<file path="config.mk">
export PLATFORM = sky130hd
export DESIGN_NAME = mc_sequencer
export DESIGN_NICKNAME = d
export VERILOG_FILES = /design/src/rtl/mc_pkg.sv /design/src/rtl/mem_wait_timer.sv /design/src/rtl/mc_sequencer.sv
export SDC_FILE = /design/constraint.sdc
export NUM_CORES = 1
export LEC_CHECK = 0
export BUFFER_PORTS_ARGS = -buffer_cell sky130_fd_sc_hd__buf_2
export CORE_ASPECT_RATIO = 0.75
export CORE_MARGIN = 2
export CORE_UTILIZATION = 40
export CTS_CLUSTER_SIZE = 25
export DETAILED_ROUTE_END_ITERATION = 8
export GPL_TIMING_DRIVEN = 0
export PLACE_DENSITY = 0.75
export SLEW_MARGIN = 20
export SYNTH_ARGS = -nofsm -noshare
export SYNTH_HDL_FRONTEND = slang
export SYNTH_SLANG_ARGS = --single-unit
</file>
<file path="constraint.sdc">
create_clock -name clk -period 4.25 [get_ports clk]
set_input_delay 0.2125 -clock clk [delete_from_list [all_inputs] [get_ports clk]]
set_output_delay 0.2125 -clock clk [all_outputs]
set_load 0.01 [all_outputs]
</file>
<file path="src/rtl/mc_pkg.sv">
// Shared opcode/subop constants, FSM state encoding and datapath select codes
// for the multicycle control sequencer.
// Pure definitions: no latency, no flow control.
package mc_pkg;

    localparam logic [3:0] OP_AD  = 4'h0;
    localparam logic [3:0] OP_LI  = 4'hA;
    localparam logic [3:0] OP_SI  = 4'hB;
    localparam logic [3:0] OP_BR  = 4'hC;
    localparam logic [3:0] OP_JR  = 4'hD;
    localparam logic [3:0] OP_EXT = 4'hE;
    localparam logic [3:0] OP_SY  = 4'hF;

    // Subop field, meaningful only when opcode == OP_EXT
    localparam logic [3:0] SUB_LO = 4'd0;
    localparam logic [3:0] SUB_CL = 4'd1;
    localparam logic [3:0] SUB_CO = 4'd2;
    localparam logic [3:0] SUB_ST = 4'd3;
    localparam logic [3:0] SUB_NL = 4'd4;

    localparam logic [1:0] ALUB_REG = 2'd0;
    localparam logic [1:0] ALUB_ONE = 2'd1;
    localparam logic [1:0] ALUB_IMM = 2'd2;

    localparam logic [1:0] PCS_ALU    = 2'd0;
    localparam logic [1:0] PCS_BRANCH = 2'd1;
    localparam logic [1:0] PCS_REG    = 2'd2;

    typedef enum logic [3:0] {
        S_FETCH,
        S_DECODE,
        S_EXEC,
        S_ALU_WB,
        S_MEM_ADDR,
        S_MEM_RD,
        S_MEM_WB,
        S_MEM_WR,
        S_BRANCH,
        S_JUMP,
        S_HALT
    } stateT;

    function automatic logic isImmOp(input logic [3:0] op);
        return (op == OP_LI) || (op == OP_SI);
    endfunction

endpackage

</file>
<file path="src/rtl/mem_wait_timer.sv">
// Counts cycles a memory state has spent waiting; expired marks the last allowed cycle.
// Latency: expired is combinational from the count register; clear wins over count.
// No flow control: count simply holds once expired.
module mem_wait_timer #(
    parameter int MEM_TIMEOUT = 16
) (
    input  logic clk,
    input  logic clear,
    input  logic count,
    output logic expired
);

    localparam int W = $clog2(MEM_TIMEOUT + 1);

    logic [W-1:0] waitCnt;

    always_ff @(posedge clk) begin
        if (clear) begin
            waitCnt <= '0;
        end else if (count && !expired) begin
            waitCnt <= waitCnt + W'(1);
        end
    end

    // Expired during the MEM_TIMEOUT-th waiting cycle, so that cycle is the last one
    assign expired = (waitCnt == W'(MEM_TIMEOUT - 1));

endmodule

</file>
<file path="src/rtl/mc_sequencer.sv">
// Multicycle CPU control FSM: Moore datapath strobes with mem_ready-gated fetch and memory timeout.
// Latency: one state per cycle; memory states stall on mem_ready for up to MEM_TIMEOUT cycles.
// Backpressure: mem_ready low holds FETCH/MEM_RD/MEM_WR; expiry forces a sticky HALT.
module mc_sequencer
    import mc_pkg::*;
#(
    parameter int MEM_TIMEOUT = 16
) (
    input  logic       clk,
    input  logic       reset,
    input  logic [3:0] opcode,
    input  logic [3:0] subop,
    input  logic       cond_true,
    input  logic       mem_ready,
    output logic       IorD,
    output logic       memRead,
    output logic       memWrite,
    output logic       MemtoReg,
    output logic       RegDst,
    output logic       RegWrite,
    output logic       IRWrite,
    output logic       PCWrite,
    output logic       PCWriteCond,
    output logic       ALUSrcA,
    output logic [1:0] ALUSrcB,
    output logic [1:0] PCSource,
    output logic [3:0] ALUOp,
    output logic       halt,
    output logic       timeout_err
);

    stateT state;
    stateT nextState;
    logic  waitState;
    logic  timerExpired;
    logic  timeoutHit;

    assign waitState  = (state == S_FETCH) || (state == S_MEM_RD) || (state == S_MEM_WR);
    assign timeoutHit = waitState && !mem_ready && timerExpired;

    mem_wait_timer #(
        .MEM_TIMEOUT(MEM_TIMEOUT)
    ) waitTimer (
        .clk    (clk),
        .clear  (reset || (nextState != state)),
        .count  (waitState && !mem_ready),
        .expired(timerExpired)
    );

    always_ff @(posedge clk) begin
        if (reset) begin
            state       <= S_FETCH;
            timeout_err <= 1'b0;
        end else begin
            state <= nextState;
            if (timeoutHit) begin
                timeout_err <= 1'b1;
            end
        end
    end

    assign halt = (state == S_HALT);

    always_comb begin
        nextState   = state;
        IorD        = 1'b0;
        memRead     = 1'b0;
        memWrite    = 1'b0;
        MemtoReg    = 1'b0;
        RegDst      = 1'b0;
        RegWrite    = 1'b0;
        IRWrite     = 1'b0;
        PCWrite     = 1'b0;
        PCWriteCond = 1'b0;
        ALUSrcA     = 1'b0;
        ALUSrcB     = ALUB_REG;
        PCSource    = PCS_ALU;
        ALUOp       = OP_AD;

        // Strobes stay quiet for the whole reset cycle, not just after the edge
        if (!reset) begin
            case (state)
                S_FETCH: begin
                    memRead = 1'b1;
                    ALUSrcB = ALUB_ONE;
                    if (mem_ready) begin
                        IRWrite   = 1'b1;
                        PCWrite   = 1'b1;
                        nextState = S_DECODE;
                    end else if (timerExpired) begin
                        nextState = S_HALT;
                    end
                end
                S_DECODE: begin
                    ALUSrcB = ALUB_IMM;
                    if (opcode <= 4'h9 || isImmOp(opcode)) begin
                        nextState = S_EXEC;
                    end else if (opcode == OP_BR) begin
                        nextState = S_BRANCH;
                    end else if (opcode == OP_JR) begin
                        nextState = S_JUMP;
                    end else if (opcode == OP_EXT) begin
                        if (subop == SUB_LO || subop == SUB_ST) begin
                            nextState = S_MEM_ADDR;
                        end else if (subop == SUB_CL || subop == SUB_CO) begin
                            nextState = S_EXEC;
                        end else if (subop == SUB_NL) begin
                            nextState = S_FETCH;
                        end else begin
                            nextState = S_HALT;
                        end
                    end else begin
                        nextState = S_HALT;
                    end
                end
                S_EXEC: begin
                    ALUSrcA   = 1'b1;
                    ALUSrcB   = isImmOp(opcode) ? ALUB_IMM : ALUB_REG;
                    ALUOp     = opcode;
                    // Compare only sets flags, nothing to write back
                    nextState = (opcode == OP_EXT && subop == SUB_CO) ? S_FETCH : S_ALU_WB;
                end
                S_ALU_WB: begin
                    RegDst    = 1'b1;
                    RegWrite  = 1'b1;
                    nextState = S_FETCH;
                end
                S_MEM_ADDR: begin
                    ALUSrcA   = 1'b1;
                    ALUSrcB   = ALUB_IMM;
                    nextState = (subop == SUB_ST) ? S_MEM_WR : S_MEM_RD;
                end
                S_MEM_RD: begin
                    IorD    = 1'b1;
                    memRead = 1'b1;
                    if (mem_ready) begin
                        nextState = S_MEM_WB;
                    end else if (timerExpired) begin
                        nextState = S_HALT;
                    end
                end
                S_MEM_WB: begin
                    MemtoReg  = 1'b1;
                    RegWrite  = 1'b1;
                    nextState = S_FETCH;
                end
                S_MEM_WR: begin
                    IorD     = 1'b1;
                    memWrite = 1'b1;
                    if (mem_ready) begin
                        nextState = S_FETCH;
                    end else if (timerExpired) begin
                        nextState = S_HALT;
                    end
                end
                S_BRANCH: begin
                    PCSource    = PCS_BRANCH;
                    PCWriteCond = 1'b1;
                    PCWrite     = cond_true;
                    nextState   = S_FETCH;
                end
                S_JUMP: begin
                    PCSource  = PCS_REG;
                    PCWrite   = 1'b1;
                    nextState = S_FETCH;
                end
                S_HALT: begin
                    nextState = S_HALT;
                end
                default: begin
                    nextState = S_HALT;
                end
            endcase
        end
    end

endmodule

</file>
==> out/metrics.sh <==
YS_ASYNC_SR_FRACTION=0
POWER.IR.VDD_WORST_V=0.00006802
CLOCK_LATENCY_NS=0.26
SYNTH.AREA.MUX_SHARE=0.01961
HOLDWS_NS=0.3016
GRT_FIRST_PASS_WIRELENGTH_MM=5.037
FINAL_LAYOUT_SIZE_SUFFIX_GT1_FRAC=0.3257
INITIAL_CORE_UTIL=0.4168
AREAGROWTHSYNTHTOFINISH_PCT=20.07
WORSTSETUPENDPOINTTYPE='flip-flop'
SLACK_OF_THE_WORST_REG_TO_REG_PATH_NS=1.92
FINALCRITPERIODSHARE=0.5490
GRT_START_MAX_NET_PINS=11
CTS_RESIZED=0
SYNTH_AREA_LEADERS='dfxtp_1 18%, nor2_1 5.2%, nor3_2 4.6%, nor3_1 4.2%, and3_1 4.0%'
SYNTH_SEQUENTIAL_AREA_RATIO=0.1845
NUM_ANTENNA_CELLS=0
GRT.OVERFLOW.TOTAL=0
POSTCTSHOLDBUFS=0
PLACE_CONGESTION=0.9591
CRITICAL_PATH.MAX_FANOUT=6
VIA_DENSITY_PER_INSTANCE=5.919
DRT-INITIAL-DRC-COUNT=72
DIE_W_UM=64.13
POSTCTSSETUPBUFFERS=0
ENDPOINT_WORST_HOLD='state[3]$_SDFF_PP0_'
CTS_MADE_BUFFERS=3
CLOCK_TREE.BUFFER_DEPTH=2
CELLLEAKAGEPOWER_nW=0.5646
YOSYS.AREA_SHARE.ADDER=0.02307
WORST_R2R_PATH_DEPTH=8
FINAL_MIN_PERIOD_NS=2.333
SLEW_HEADROOM=0.6730
SYN_AREA_PER_CELL_UM2=7.639
SETUP.WORST_PATH.CLASS='flip-flop to flip-flop'
HOLD_CRITICAL_PATH_DEPTH=4
DOMINANT_COMBINATIONAL_CELL_FAMILY_BY_AREA_AFTER_SYNTHESIS='simple AND/OR/NAND/NOR gates'
WORSTPATHARRIVAL_NS=2.52
TRITONCTS='yes'
GRTUSAGETOTAL=0.1987
TIMING_MAX_TRANSITION_VIOLATIONS_FINAL=0
FLOORPLAN.CORE_AREA_UM2=2603
NETS=191
ACHIEVABLE-FREQUENCY_GHz=0.4286
YOSYSTOPAREACELL='dfxtp_1'
WORST_SETUP_PATH_START_KIND='flip-flop'
GRT_SETUP_UNREPAIRED='no'
POST-ROUTE-DRC-COUNT=0
CRIT_REQUIRED_NS=4.44
STATUS='completed'
YOSYSTOPAREACELLSHARE=0.1845
SYNTH-SIMPLE-AREA-SHARE=0.3795
FLOORPLAN.DIE.HEIGHT_UM=49.10
PLACEMENT.IO_BUFFERS=30
PLACE_HPWL_MM=2.281
FIN_WORST_SKEW_NS=0.002570
REG2REG_FROM='waitTimer.waitCnt[0]$_SDFFE_PP0P_'
WORST_MAX_SLEW_PIN_SLEW_NS=0.4905
SYNTHCELLS=142
SYNTHMOSTINSTANTIATEDCELL='nor2_1'
DRTPASS1ITERATIONS=6
DIE_AREA_UM2=3149
PWR_CELL_AREA_nW_PER_UM2=218.7
SETUP_TOTAL_NEGATIVE_SLACK_NS=0
SYN_NETS=156
CLOCK-SINKS=10
SYNTH.TOP_CELLS.BY_COUNT='15 x nor2_1, 10 x dfxtp_1, 9 x nor3_1'
SYNTH-EDFF-COUNT=0
ROUTED_WIRE_LENGTH_PER_INSTANCE_UM=14.21
R2R-END='waitTimer.waitCnt[3]$_SDFFE_PP0P_'
FIRST_GLOBAL_VIAS=1053
HP-CLASS='input port to flip-flop'
CTS-HTREE-LEVELS=1
MAPPEDNETLISTAREA_UM2=1085
CLK_PIN_SLEW_NS=0.06
START_POINT_OF_THE_CRITICAL_PATH='waitTimer.waitCnt[0]$_SDFFE_PP0P_'
SETUP_VIOL_COUNT_FINAL=0
ANTENNA_FOUND_INITIAL=0
PLACEMENT_ROWS=16
CLOCKROOTBUFFER='clkbuf_4'
SYNTH-SEQ-CELLS=10
ROUTED_WL_MM=2.999
POSTROUTEANTENNANETS=0
IO_PINS=32
DETAILROUTE.VIA_COUNT=1249
POSTSYNTH.TOPFLOPCELL='dfxtp_1'
SYNTH.YOSYS.WARNINGS=0
LAYOUT.FILLER_CELLS=249
YOSYS.AREA_SHARE.XOR_XNOR=0.03230
UNIQUE_MASTERS_POST_SYNTH=56
SYNTH_COMPOUND_AREA_FRAC=0.2884
WORSTHOLDSTART='mem_ready'
MAXCAPVIOLCOUNT=0
FINALHOLDVIOLCOUNT=0
==> critical path, cell delays in order (launching register included) <==
cell,delay [ns]
dfxtp_1,0.34
ha_1,0.22
and3_1,0.19
ha_1,0.27
and3b_1,0.20
a211oi_1,0.34
a2bb2oi_1,0.29
nand4b_4,0.20
a211oi_2,0.22
==> through the flow <==
step                  util  setup slack [ns]  total power, mW  cell area [µm²]  std cells
finish              0.5005             1.917           0.2848             1303        211
global route        0.5005             1.738           0.3026             1303        211
CTS                 0.5005             1.945           0.2845             1303        211
detailed placement  0.4918             1.966           0.2199             1280        208
global placement    0.4918             2.004           0.2181             1280        208
floorplan                -             2.218           0.1871             1085        142
==> report_power, final <==
group	internal, mW	leakage [nW]	switching (mW)
Combinational	0.0469	0.470	0.0712
Clock	0.0327	0.0138	0.0318
Sequential	0.0973	0.0810	0.00495
==> worst max-delay path by stage <==
stage,endpoint,cells after the start
5_1_grt,waitTimer.waitCnt[3]$_SDFFE_PP0P_,8
3_5_place_dp,waitTimer.waitCnt[3]$_SDFFE_PP0P_,8
2_1_floorplan,waitTimer.waitCnt[3]$_SDFFE_PP0P_,8
3_3_place_gp,waitTimer.waitCnt[3]$_SDFFE_PP0P_,8
6_report,waitTimer.waitCnt[3]$_SDFFE_PP0P_,8
4_1_cts,waitTimer.waitCnt[3]$_SDFFE_PP0P_,8
==> registers in the layout, summed over array words and instances (netlist names) <==
register and flops:
waitTimer.waitCnt 5, state 4, timeout_err 1
==> cells in the final DEF, fill, tap and decap left out, drive strengths merged, types with 3 or more instances in the layout <==
cell,instances
o21ai,8
inv,6
and3,7
nand2,7
xor2,3
nand3,6
nor3,14
a32oi,3
a21oi,5
and2,3
dfxtp,10
clkbuf,8
a31oi,3
buf,36
a211oi,4
nor2,15
==> logic make-up (layout without fill, tap and decap cells) <==
| logic type | Yosys count | after routing |
|---|---|---|
| adder cells (fa/ha/maj) | 2 | 2 |
| flip-flops | 10 | 10 |
| AO/OA/AOI/OAI | 39 | 39 |
| XOR/XNOR | 4 | 4 |
| AND/OR/NAND/NOR | 68 | 68 |
| buffers and inverters | 17 | 50 |
| multiplexers | 2 | 2 |
==> routing by layer <==
layer / wire length (µm) / GRT usage / up-vias
met3: 295 / 0.04850 / 8
li1: - / - / 605
met2: 1367 / 0.2951 / 72
met5: 0 / 0 / -
met1: 1296 / 0.2904 / 564
met4: 39 / 0.04255 / 0
==> final cells by class <==
type / instances / area [µm²] / area share
timing repair buffer: 30 / 150.1 / 0.1153
inverter: 6 / 22.52 / 0.01729
multi-input combinational: 115 / 805.8 / 0.6186
buffer: 11 / 56.30 / 0.04323
clock buffer: 3 / 22.52 / 0.01729
sequential: 10 / 200.2 / 0.1537
tap: 36 / 45.04 / 0.03458
Power figures use the tool's default switching activity.
